### src/rtl/bram_port_arbiter.sv
// bram_port_arbiter: shares one BRAM port between the instruction requester
// (prefetch buffer) and the data requester (load/store unit).
//
// Handshake: a requester raises *_valid with stable fields and holds it until
// its *_ready pulses for one cycle. On the BRAM side, bram_valid and the
// bram_* fields are held stable until bram_ready pulses for one cycle. Only one
// BRAM transaction is outstanding; each grant is followed by one idle bubble.
//
// Optional build macro ARB_ROUND_ROBIN_EN: when defined, contention is resolved
// by alternating owners (last-owner register) instead of data priority with a
// starvation limit.
module bram_port_arbiter #(
  parameter int XLEN         = 32,
  parameter int STARVE_LIMIT = 4,
  parameter int CNT_W        = 4
) (
  input  logic              clock,
  input  logic              reset,
  input  logic              imem_valid,
  input  logic [XLEN-1:0]   imem_addr,
  output logic [XLEN-1:0]   imem_rdata,
  output logic              imem_ready,
  input  logic              dmem_valid,
  input  logic [XLEN-1:0]   dmem_addr,
  input  logic [XLEN-1:0]   dmem_wdata,
  input  logic [XLEN/8-1:0] dmem_wstrb,
  output logic [XLEN-1:0]   dmem_rdata,
  output logic              dmem_ready,
  output logic              bram_valid,
  output logic              bram_instr,
  output logic [XLEN-1:0]   bram_addr,
  output logic [XLEN-1:0]   bram_wdata,
  output logic [XLEN/8-1:0] bram_wstrb,
  input  logic [XLEN-1:0]   bram_rdata,
  input  logic              bram_ready,
  output logic [1:0]        dbg_state
);

  typedef enum logic [1:0] {
    IDLE   = 2'd0,
    BUSY_I = 2'd1,
    BUSY_D = 2'd2
  } state_t;

  state_t state;
  logic   grant_d;
  logic   grant_i;
  logic   grant_any;

`ifdef ARB_ROUND_ROBIN_EN
  // 0 = instruction port served last, 1 = data port served last
  logic last_owner;

  // Under contention serve the port that was not served last
  always_comb begin
    grant_d = 1'b0;
    if (dmem_valid && (!imem_valid || !last_owner)) grant_d = 1'b1;
  end

  // Remember the owner of every grant, including uncontended ones
  always_ff @(posedge clock or negedge reset) begin
    if (!reset) begin
      last_owner <= 1'b0;
    end else if (grant_any) begin
      last_owner <= grant_d;
    end
  end
`else
  localparam logic [CNT_W-1:0] LIMIT = CNT_W'(STARVE_LIMIT);
  logic [CNT_W-1:0] starve_cnt;

  // Data wins unless the instruction port has been passed over LIMIT times
  always_comb begin
    grant_d = 1'b0;
    if (dmem_valid && (!imem_valid || (starve_cnt < LIMIT))) grant_d = 1'b1;
  end

  // Count data grants that bypassed a waiting instruction request (saturating)
  always_ff @(posedge clock or negedge reset) begin
    if (!reset) begin
      starve_cnt <= '0;
    end else if (grant_any) begin
      if (grant_d && imem_valid) begin
        if (starve_cnt != LIMIT) starve_cnt <= starve_cnt + CNT_W'(1);
      end else begin
        starve_cnt <= '0;
      end
    end
  end
`endif

  assign grant_i   = imem_valid && !grant_d;
  assign grant_any = (state == IDLE) && (grant_d || grant_i);

  // Arbitration FSM: latch the winner's fields at grant, hold until bram_ready
  always_ff @(posedge clock or negedge reset) begin
    if (!reset) begin
      state      <= IDLE;
      bram_valid <= 1'b0;
      bram_instr <= 1'b0;
      bram_addr  <= '0;
      bram_wdata <= '0;
      bram_wstrb <= '0;
    end else begin
      case (state)
        IDLE: begin
          if (grant_d) begin
            state      <= BUSY_D;
            bram_valid <= 1'b1;
            bram_instr <= 1'b0;
            bram_addr  <= dmem_addr;
            bram_wdata <= dmem_wdata;
            bram_wstrb <= dmem_wstrb;
          end else if (grant_i) begin
            state      <= BUSY_I;
            bram_valid <= 1'b1;
            bram_instr <= 1'b1;
            bram_addr  <= imem_addr;
            bram_wdata <= '0;
            bram_wstrb <= '0;
          end else begin
            bram_valid <= 1'b0;
          end
        end
        BUSY_I, BUSY_D: begin
          if (bram_ready) begin
            state      <= IDLE;
            bram_valid <= 1'b0;
          end
        end
        default: begin
          state      <= IDLE;
          bram_valid <= 1'b0;
        end
      endcase
    end
  end

  // Completion is routed to the current owner only; read data passes straight through
  assign imem_ready = (state == BUSY_I) && bram_ready;
  assign dmem_ready = (state == BUSY_D) && bram_ready;
  assign imem_rdata = bram_rdata;
  assign dmem_rdata = bram_rdata;
  assign dbg_state  = state;

endmodule

### config.mk
export PLATFORM = sky130hd
export DESIGN_NAME = bram_port_arbiter
export DESIGN_NICKNAME = d
export VERILOG_FILES = /design/src/rtl/bram_port_arbiter.sv
export SDC_FILE = /design/constraint.sdc
export NUM_CORES = 1
export LEC_CHECK = 0
export CAP_MARGIN = 20
export CELL_PAD_IN_SITES_DETAIL_PLACEMENT = 1
export CELL_PAD_IN_SITES_GLOBAL_PLACEMENT = 2
export CORE_MARGIN = 10
export CORE_UTILIZATION = 20
export CTS_CLUSTER_DIAMETER = 40
export DETAILED_ROUTE_END_ITERATION = 8
export PLACE_DENSITY = 0.86
export SLEW_MARGIN = 20
export SYNTH_ARGS = -nofsm -noshare
export SYNTH_HDL_FRONTEND = slang
export SYNTH_SLANG_ARGS = --single-unit
### constraint.sdc
create_clock -name clock -period 1.8 [get_ports clock]
set_input_delay 0.36 -clock clock [delete_from_list [all_inputs] [get_ports clock]]
set_output_delay 0.36 -clock clock [all_outputs]
set_load 0.05 [all_outputs]
After elaboration in Yosys (flattened, before gate mapping)
Cells that the tools add are included.
- bits in registers: 76
- input port bits: 137
- output and inout bits: 138
- logic and storage cells: 50
- $add $sub $neg: 1
- order comparisons: 1
- equal/unequal tests: 6
- mux-type cells: 19
- reductions and logical operators: 16
- operators with widths (kind ; count):
    $mux 32 ; 4
    $mux 4 ; 4
    $logic_and 1x1->1 ; 6
    $mux 1 ; 6
    $mux 2 ; 3
    $reduce_and 2->1 ; 3
    $add 4x1->4 const B ; 1
    $lt 4x3->1 const B ; 1
    $ne 4x3->1 const B ; 1
    $pmux 2 s2 ; 1
    $ne 3x3->1 const B ; 1
    $eq 2x1->1 const B ; 1
    $eq 2x2->1 const B ; 1
    $logic_not 1->1 ; 2
    $logic_not 2->1 ; 1
    $logic_or 1x1->1 ; 2
    $ne 2x1->1 const B ; 1
    $ne 2x2->1 const B ; 1
    $pmux 1 s2 ; 1
    $reduce_bool 2->1 ; 1
    $reduce_or 2->1 ; 1

Longest topological paths before layout
Gate-level depths: netlist of the first run.
- depth after elaboration: 9
- mapped depth: 8
- depth with buffers taken out: 5

Worst setup path before layout of the first run
Ideal clock, no wire load.
- path type: reg-to-reg
- start: reg state[0] (netlist: dbg_state[0])
- end: reg bram_addr[10]
- library setup time: 128 ps
- data arrival time: 1683 ps
- data required time: 1672 ps
- path slack: -11 ps
- stages on the path, launching flop included: 9
- buffers on the path: 3
- period minus slack after synthesis: 1811 ps
- cell sequence: dfrtp_1 > inv_1 > ha_1 > buf_4 > o21a_1 > buf_4 > buf_2 > nand2_1 > o211ai_2
- word-level cells in the longest chain between the ends: 2
- ends and longest elaborated chain (item ; line ; RTL):
    start, declared ; 45 ; state_t state;
    start signal, assigned ; 98 ; state <= IDLE;
    start signal, assigned ; 108 ; state <= BUSY_D;
    start signal, assigned ; 115 ; state <= BUSY_I;
    $logic_not 2->1 ; 105 ; case (state)
    $reduce_and 2->1 (no source line) ; n/a ;
    end signal, assigned ; 111 ; bram_addr <= dmem_addr;
    end signal, assigned ; 118 ; bram_addr <= imem_addr;
    end, declared ; 31 ; output logic [XLEN-1:0] bram_addr,
Every way passes these cells.
A chain may end at the register's enable or synchronous reset.

Final worst setup path of the first run
- start: reg state[1] (netlist: dbg_state[1])
- end: out imem_ready
- word-level cells in the longest chain between the ends: 2
- ends and longest elaborated chain (item ; line ; RTL):
    $eq 2x1->1 ; 140 ; assign imem_ready = (state == BUSY_I) && bram_ready;
    $logic_and 1x1->1 ; 140 ;
    end, declared ; 22 ; output logic imem_ready,
Every way passes these cells.

==> results of run 1 <==
==> per-stage QoR <==
stage	std cells	cell area, um^2	setup slack (ns)	hold WS [ns]
after detailed placement	735	5441	0.01935	0.4259
final	752	5719	0.09622	0.02867
after global placement	735	5441	0.03680	0.4123
after CTS	751	5712	0.04898	0.05123
after global routing	752	5719	-0.0005873	0.06149
after floorplan	370	3988	0.009886	0.06441
==> cells in the final DEF, fill, tap and decap left out, types with 2 or more instances in the layout <==
master,Yosys,routed
buf_12,0,7
inv_1,5,5
o211ai_1,2,2
o21ai_4,2,2
nor2_1,5,5
and2_1,4,3
nand2_1,67,67
clkdlybuf4s50_1,0,102
clkbuf_16,0,9
ha_1,5,4
o211ai_2,30,30
dfrtp_1,76,75
clkinv_2,0,4
buf_4,66,85
o21ai_1,2,2
nand4_1,33,33
a22o_1,38,38
a21o_1,2,2
==> cells in the mapped netlist (all sizes together) <==
| cell | count |
|---|---|
| and3 | 1 |
| nor2b | 1 |
| clkbuf | 9 |
| buf | 86 |
| nand4 | 33 |
| dfrtp | 76 |
| o21ai | 4 |
| a21o | 2 |
| o211ai | 32 |
| and2 | 4 |
| nand2 | 67 |
| o21a | 1 |
| a41o | 1 |
| nor2 | 5 |
| a22o | 38 |
| inv | 5 |
| ha | 5 |
==> flip-flops by register name (all words and copies together), names as in the netlist <==
name and count:
bram_addr 32, bram_instr 1, bram_valid 1, bram_wdata 32, bram_wstrb 4, dbg_state 2, starve_cnt 4
==> routing by layer <==
metal  share of wire (%)  track usage, %  vias to the layer above
met2                  46           16.99                      154
li1                    -               -                     1466
met4                 2.1           4.797                        2
met1                  44           13.22                     1564
met5               0.089               0                        -
met3                 8.2           4.118                       32
==> worst paths after layout <==
path,depth (start not counted),endpoint,from,slack [ns]
max in group asynchronous,2,dbg_state[0]$_DFFE_PN0P_,reset,1.39
worst min-delay path,2,bram_wdata[31]$_DFFE_PN0P_,reset,0.03
min in group clock,3,bram_addr[1]$_DFFE_PN0P_,dmem_valid,0.45
worst max-delay path,4,imem_ready,dbg_state[1]$_DFFE_PN0P_,0.1
worst min register to register,2,bram_addr[8]$_DFFE_PN0P_,bram_addr[8]$_DFFE_PN0P_,0.49
worst max register to register,5,bram_wdata[12]$_DFFE_PN0P_,dbg_state[0]$_DFFE_PN0P_,0.1
==> where the power goes <==
part | internal [mW] | leakage, nW | total [mW] | switching, mW
sequential | 2.52 | 0.948 | 3.04 | 0.512
combinational | 2.35 | 1.49 | 7.22 | 4.87
clock | 0.961 | 0.135 | 1.67 | 0.711
total | 5.84 | 2.58 | 11.9 | 6.09
==> logic make-up after synthesis <==
group,Yosys count
compound gates,78
fa+ha+maj,5
buf+inv,100
flops,76
simple gates,111
==> worst max-delay path, cell delays in order (launching register included) <==
cell	delay (ns)
dfrtp_1	0.40
inv_1	0.09
ha_1	0.19
and2_1	0.18
buf_12	0.15
==> cell type report <==
type | instances | area, um^2 | area share (%)
clock buffer | 11 | 242.7 | 4.244
clock inverter | 5 | 27.53 | 0.4813
inverter | 5 | 18.77 | 0.3282
multi-input combinational | 195 | 1391 | 24.33
sequential | 76 | 1903 | 33.28
tap | 265 | 331.6 | 5.797
timing repair buffer | 195 | 1804 | 31.55
==> what timing repair did <==
action	4_1_cts	5_1_grt
resized for setup	0	0
setup endpoints to repair	0	36
endpoints found under the hold margin	0	0
==> metrics.csv, run 1 <==
stage;metric;value;unit
run_status;status;finished clean;
clock_tree;worst skew pair latency;0.34;ns
drt;Wirelength per Cell;19.49;um
hold_path;Hold Crit Class;primary input to asynchronous set/reset pin;
worst_setup_path;Critical Path Start Type;flop;
synthesis;cells after synthesis;370;
drt;DRC viols;0;
drt;drt pass-1 iters;4;
clock_tree;Clock Path Buffers;2;
sta;Slew @ Worst Pin;0.4356;ns
synthesis;syn_area_per_cell;10.77;um^2
floorplan;Die Wd;161.2;um
synthesis;main combinational cell family by area after synthesis;compound AO/OA/AOI/OAI gates;
power;VDD IR max;0.5654;mV
clock_tree;CTS sink cnt;76;
synthesis;Area contributors post-synth;dfrtp_1 (48%), buf_4 (12%), o211ai_2 (9.4%);
global_route;first-pass GRT wire length;22450;um
global_route;gr ovfl total;0;
synthesis;top cell type by total area after synthesis;dfrtp_1;
sta;final hold viol count;0;
worst_setup_path;Crit Path Max Fanout;4;
synthesis;Post-Syn Area;3986;um^2
worst_setup_path;Critical Path Sink Type;output port;
drt;Iteration-0 DRC Markers;155;
global_route;number of global-route vias before repair;3712;
flow_run;max cap viols;0;
drt;drt total wl;14660;um
clock_tree;H-tree depth;3;
floorplan;Die Area;25980;um^2
cells_and_area;Synth-to-Final Area Change;43.47;%
clock_tree;clk slew on worst S/H paths;0.06;ns
worst_setup_path;kind of critical path;flop to output port;
sta;Achievable Freq;0.5869;GHz
global_route;largest net degree at the start of global routing;77;
place;GP Congestion;0.7162;
cells_and_area;filler instances;2214;
drt;DR vias/cell;4.279;
synthesis;Synth Area in Simple Gates;13.03;%
clock_tree;CTS Buf Count;9;
floorplan;total core area;19530;um^2
worst_setup_path;crit path DAT;1.34;ns
sta;setup TNS;0;ns
sta;Max transition margin;70.96;%
synthesis;Seq/Total Area, Yosys;47.71;%
power;Pwr Total;11.93;mW
synthesis;Yosys warning count;0;
sta;# setup viols final;0;
floorplan;Die Y;161.2;um
cells_and_area;diode count;0;
synthesis;area share of fa/ha/maj cells after synthesis;1.569;%
cells_and_area;layout cells sized above 1;29.77;%
floorplan;row count;51;
synthesis;Syn Nets;512;
sta;Final period util;94.65;%
floorplan;Starting Density;20.42;%
place;dpl hpwl;11150;um
clock_tree;# Post-CTS Setup Buffers;0;
power;pwr/cell area;2086;nW/um^2
cells_and_area;Net count, final;624;
clock_tree;hold buffers post-CTS;0;
drt;Vias;3218;
synthesis;Yosys reg bits;76;
clock_tree;CTS tree;yes;
cells_and_area;Core Util, Final;29.29;%
synthesis;top cell type's share of synthesized area;47.71;%
floorplan;io pins;275;
sta;Pins Over Slew Limit;0;
synthesis;compound-cell area share of the yosys netlist;20.03;%
global_route;initial antenna violation count;1;
global_route;Total Routing Usage GR;10.93;%
drt;DRT antenna net count;0;
synthesis;Distinct cells, synth;21;
power;leak pwr;2.577;nW
sta;Max Clock Skew;0.005818;ns
sta;minimum clock period;1.704;ns
place;IO Port Bufs;178;
synthesis;mux contribution to synthesized area;0;%
worst_setup_path;Crit path required time;1.44;ns
clock_tree;Root Buffer;clkbuf_16;
synthesis;Synth Area in XOR/XNOR;0;%
No activity file was read; power rests on OpenSTA's default activity.
==> run 2: changes to the inputs <==
GPL_TIMING_DRIVEN = 0   (was default)
TNS_END_PERCENT = 20   (was default)
==> metrics.csv, run 2 (same netlist as run 1, synthesis figures left out) <==
stage;metric;value;unit
cells_and_area;Core Util, Final;35.75;%
cells_and_area;commonest non-fill, non-tap cell in the layout;clkdlybuf4s50_1;
clock_tree;worst skew pair latency;0.34;ns
drt;Wirelength per Cell;19.82;um
sta;Max transition margin;62.11;%
global_route;Total Routing Usage GR;13.34;%
power;VDD IR max;0.7000;mV
drt;Vias;3860;
power;sequential share of power;24.0;%
worst_setup_path;crit path from;dbg_state[0]$_DFFE_PN0P_;
drt;DRT antenna net count;0;
global_route;number of global-route vias before repair;4501;
cells_and_area;layout cells sized above 1;22.42;%
sta;Pins Over Slew Limit;0;
run_status;status;finished clean;
sta;Achievable Freq;0.5755;GHz
global_route;first-pass GRT wire length;27370;um
floorplan;io pins;275;
cells_and_area;Net count, final;766;
global_route;initial antenna violation count;0;
sta;Final period util;96.54;%
sta;# setup viols final;0;
place;dpl hpwl;14450;um
floorplan;row count;51;
floorplan;Starting Density;20.42;%
drt;DR vias/cell;4.318;
floorplan;Die Area;25980;um^2
power;internal power;5.866;mW
power;pwr/cell area;1764;nW/um^2
clock_tree;CTS Buf Count;9;
worst_setup_path;crit path DAT;1.38;ns
drt;drt pass-1 iters;7;
power;Psw;6.445;mW
sta;Slew @ Worst Pin;0.5706;ns
sta;final hold viol count;0;
cells_and_area;Synth-to-Final Area Change;75.11;%
worst_setup_path;FF-to-FF Start;dbg_state[0]$_DFFE_PN0P_;
clock_tree;CTS tree;yes;
cells_and_area;diode count;0;
sta;Max Clock Skew;0.008198;ns
worst_setup_path;r2r endpoint;bram_addr[20]$_DFFE_PN0P_;
worst_setup_path;Crit Path Max Fanout;4;
cells_and_area;filler instances;2244;
worst_setup_path;Critical Path Sink Type;output port;
worst_setup_path;FF-to-FF setup slack;0.15;ns
worst_setup_path;Crit path required time;1.44;ns
hold_path;Hold Crit Class;primary input to flop;
cells_and_area;Top Registers;bram_addr x32, bram_wdata x32;
clock_tree;CTS sink cnt;76;
sta;minimum clock period;1.738;ns
worst_setup_path;crit path to;dmem_ready;
place;GP Congestion;0.7882;
place;Inst Count DP;877;
global_route;largest net degree at the start of global routing;43;
global_route;gr ovfl total;0;
power;Clk pwr share;14.1;%
power;Logic pwr share;61.9;%
drt;DRC viols;0;
power;leak pwr;3.259;nW
sta;worst hold margin;0.3411;ns
power;net switching share of the total power;52.35;%
clock_tree;H-tree depth;3;
place;IO Port Bufs;241;
floorplan;Die Y;161.2;um
drt;Iteration-0 DRC Markers;113;
sta;RSZ-0062 raised after global routing;no;
cells_and_area;area of the multi-input gates;1380;um^2
drt;drt total wl;17720;um
flow_run;max cap viols;0;
clock_tree;Clock Path Buffers;2;
cells_and_area;final cell count without fillers;894;
floorplan;Die Wd;161.2;um
worst_setup_path;worst reg2reg path depth;8;
clock_tree;Root Buffer;clkbuf_16;
cells_and_area;commonest cells after routing, fill and taps aside;clkdlybuf4s50_1 (166), dfrtp_1 (75), dlygate4sd2_1 (72), nand2_1 (67), buf_4 (65);
cells_and_area;Register Area;1903;um^2
worst_setup_path;kind of critical path;flop to output port;
floorplan;total core area;19530;um^2
clock_tree;clk slew on worst S/H paths;0.06;ns
worst_setup_path;Critical Path Start Type;flop;
## run 2: changes by cell type in the layout (fill, tap and decap cells not counted), sizes merged, moves of 2 or more
cell           previous run  this run
clkdlybuf4s50           102       166
clkinv                    4         2
dlygate4sd2               0        72
buf                      93        88
clkbuf                   11        25
## run 2: cell type report
class / count / share of cell area, %
Sequential cell: 76 / 27.26
Inverter: 5 / 0.2689
Multi-Input combinational cell: 194 / 19.77
Tap cell: 265 / 4.750
Timing Repair Buffer: 243 / 33.70
Clock inverter: 2 / 0.1434
Buffer: 95 / 10.32
Clock buffer: 14 / 3.782
## run 2: critical path: stages (launching register included)
cell and delay, ns:
dfrtp_2 0.43, inv_1 0.10, ha_1 0.16, and2_1 0.12, clkbuf_4 0.23
## run 2: power groups by stage
stage / clock network [mW] / logic, mW / registers (mW)
global route: 1.86 / 8.10 / 3.06
detailed placement: 0 / 8.19 / 3.03
global placement: 0 / 8.02 / 2.98
CTS: 1.80 / 7.70 / 2.97
finish: 1.73 / 7.62 / 2.96
floorplan: 0 / 2.50 / 5.69
## run 2: repair_timing
item	CTS	global route
resized for setup	88	11
buffers inserted	0	0
endpoints found under the setup margin	96	32
endpoints found under the hold margin	6	0
hold buffers	1	0
pin swaps	0	0
cloned	0	0
## run 2: worst min path at each step
stage	start	end	slack, ns	depth (start not counted)
after global routing	imem_valid	starve_cnt[1]$_DFFE_PN0P_	0.35	2
after detailed placement	reset	bram_wstrb[0]$_DFFE_PN0P_	0.37	1
after CTS	imem_valid	starve_cnt[1]$_DFFE_PN0P_	0.34	2
final	imem_valid	starve_cnt[1]$_DFFE_PN0P_	0.34	2
after global placement	bram_valid$_DFFE_PN0P_	bram_valid$_DFFE_PN0P_	0.47	1
after floorplan	reset	bram_addr[0]$_DFFE_PN0P_	0.06	0
## run 2: metal layers
metal	vias up	track usage [%]	part of all wire (%)
met5	-	0	0
met4	0	4.425	2.1
met3	23	5.846	11
met2	204	22.42	48
met1	1876	14.78	40
li1	1757	-	-
## run 2: through the flow
| step | TNS [ns] | cell area (um^2) | total power [mW] | setup WS [ns] |
|---|---|---|---|---|
| final | 0 | 6980 | 12.31 | 0.06227 |
| after global routing | 0 | 6980 | 13.03 | 0.002422 |
| after CTS | -0.01271 | 6954 | 12.48 | -0.01271 |
| after detailed placement | -16.70 | 6756 | 11.22 | -0.3695 |
| after global placement | -205.70 | 6731 | 11.00 | -2.783 |
| after floorplan | 0 | 3988 | 8.196 | 0.009886 |
==> run 3: changes to the inputs <==
CORE_MARGIN = default   (was 10)
PLACE_DENSITY = 0.89   (was 0.86)
==> metrics.csv, run 3 (same netlist as run 1, synthesis figures left out) <==
stage;metric;value;unit
worst_setup_path;worst reg2reg path depth;8;
place;IO Port Bufs;241;
drt;Wirelength per Cell;16.40;um
cells_and_area;Net count, final;766;
hold_path;Hold Crit Depth;2;
worst_setup_path;crit path DAT;1.36;ns
cells_and_area;Register Area;1903;um^2
drt;DRC viols;0;
clock_tree;worst skew pair latency;0.34;ns
drt;Iteration-0 DRC Markers;86;
place;pre-CTS WS;-0.3535;ns
sta;# setup viols final;0;
cells_and_area;diode count;0;
clock_tree;CTS sink cnt;76;
worst_setup_path;Crit Path Max Fanout;4;
cells_and_area;Synth-to-Final Area Change;75.17;%
global_route;first-pass GRT wire length;21660;um
cells_and_area;area of the multi-input gates;1380;um^2
power;Pwr Total;12.29;mW
sta;Achievable Freq;0.5816;GHz
drt;DR vias/cell;4.263;
drt;DRT antenna net count;0;
cells_and_area;Core Util, Final;35.76;%
floorplan;total core area;19530;um^2
sta;setup TNS;0;ns
floorplan;Die Area;20500;um^2
place;dpl hpwl;11520;um
floorplan;io pins;275;
sta;setup ws final;0.08050;ns
sta;Max Clock Skew;0.007252;ns
sta;worst hold margin;0.3313;ns
sta;minimum clock period;1.719;ns
hold_path;Hold Path End;starve_cnt[1]$_DFFE_PN0P_;
cells_and_area;filler instances;2227;
worst_setup_path;Critical Path Start Type;flop;
run_status;status;finished clean;
clock_tree;CTS tree;yes;
global_route;met1 Use GR;16.25;%
cells_and_area;commonest cells after routing, fill and taps aside;clkdlybuf4s50_1 (166), dfrtp_1 (75), dlygate4sd2_1 (72), nand2_1 (67), buf_4 (67);
sta;Slew @ Worst Pin;0.5482;ns
global_route;GR peak layer;met2;
worst_setup_path;Critical Path Sink Type;output port;
global_route;number of global-route vias before repair;3916;
clock_tree;Root Buffer;clkbuf_16;
global_route;gr ovfl total;0;
power;leak pwr;3.255;nW
floorplan;Die Wd;143.2;um
drt;Vias;3811;
drt;drt pass-1 iters;4;
worst_setup_path;FF-to-FF Start;dbg_state[0]$_DFFE_PN0P_;
global_route;Total Routing Usage GR;14.07;%
global_route;met3 usage;4.930;%
sta;final hold viol count;0;
clock_tree;H-tree depth;3;
floorplan;Die Y;143.2;um
clock_tree;clk slew on worst S/H paths;0.06;ns
hold_path;min-delay src;imem_valid;
power;VDD IR max;0.7024;mV
global_route;initial antenna violation count;0;
worst_setup_path;kind of critical path;flop to output port;
clock_tree;CTS Buf Count;9;
drt;drt total wl;14660;um
global_route;largest net degree at the start of global routing;41;
clock_tree;Clock Path Buffers;2;
worst_setup_path;r2r endpoint;bram_addr[3]$_DFFE_PN0P_;
cells_and_area;layout cells sized above 1;22.58;%
global_route;Global Route met2 Usage;23.80;%
cells_and_area;commonest non-fill, non-tap cell in the layout;clkdlybuf4s50_1;
flow_run;max cap viols;0;
floorplan;row count;51;
hold_path;Hold Crit Class;primary input to flop;
sta;Max transition margin;63.60;%
place;GP Congestion;0.7153;
floorplan;Starting Density;20.42;%
power;pwr/cell area;1760;nW/um^2
sta;Final period util;95.53;%
worst_setup_path;FF-to-FF setup slack;0.13;ns
worst_setup_path;crit path from;dbg_state[0]$_DFFE_PN0P_;
cells_and_area;Top Registers;bram_addr x32, bram_wdata x32;
sta;RSZ-0062 raised after global routing;no;
sta;Pins Over Slew Limit;0;
worst_setup_path;Crit path required time;1.44;ns
run 3: changes by cell type in the layout (fill, tap and decap cells not counted), moves of 2 or more:
| cell | change |
|---|---|
| buf_2 | +2 |
| buf_4 | +2 |
| clkbuf_2 | -2 |
| clkbuf_4 | -2 |
| clkinvlp_4 | +2 |
run 3: metal layers:
layer | routed length (um) | vias to the layer above
met5 | 0 | -
met2 | 7022 | 198
met3 | 1467 | 15
met4 | 187 | 0
met1 | 5982 | 1841
li1 | - | 1757
run 3: final cells by class:
| cell class | instances | share of cell area (%) |
|---|---|---|
| Inverter | 5 | 0.2688 |
| Sequential cell | 76 | 27.25 |
| Clock buffer | 10 | 3.422 |
| Multi-Input combinational cell | 194 | 19.76 |
| Buffer | 95 | 10.12 |
| Clock inverter | 6 | 0.9138 |
| Tap cell | 265 | 4.748 |
| Timing Repair Buffer | 243 | 33.51 |
run 3: worst max-delay path by stage:
stage,to
6_report,dmem_ready
5_1_grt,bram_addr[11]$_DFFE_PN0P_
4_1_cts,bram_addr[3]$_DFFE_PN0P_
3_5_place_dp,imem_ready
3_3_place_gp,dbg_state[0]$_DFFE_PN0P_
2_1_floorplan,bram_addr[10]$_DFFE_PN0P_
run 3: power by group:
group	leakage, nW	switching [mW]	internal [mW]
Clock	0.144	0.757	1.11
Combinational	2.16	5.15	2.30
Sequential	0.948	0.451	2.52
Total	3.26	6.36	5.93
run 3: per-stage QoR:
step                      instances  cell area (um^2)
final                           894              6983
after floorplan                 370              3988
after CTS                       894              6968
after global routing            894              6983
after global placement          876              6731
after detailed placement        877              6749
run 3: what timing repair did:
| item | in CTS | in global routing |
|---|---|---|
| hold endpoints to repair | 12 | 0 |
| setup buffers | 0 | 0 |
| setup endpoints to repair | 87 | 27 |
| resized for setup | 85 | 7 |
| hold buffers | 1 | 0 |
run 3: critical path, stage by stage, from the launching register on:
cell     delay, ns
dfrtp_2       0.42
inv_1         0.10
ha_1          0.15
and2_1        0.11
buf_2         0.25
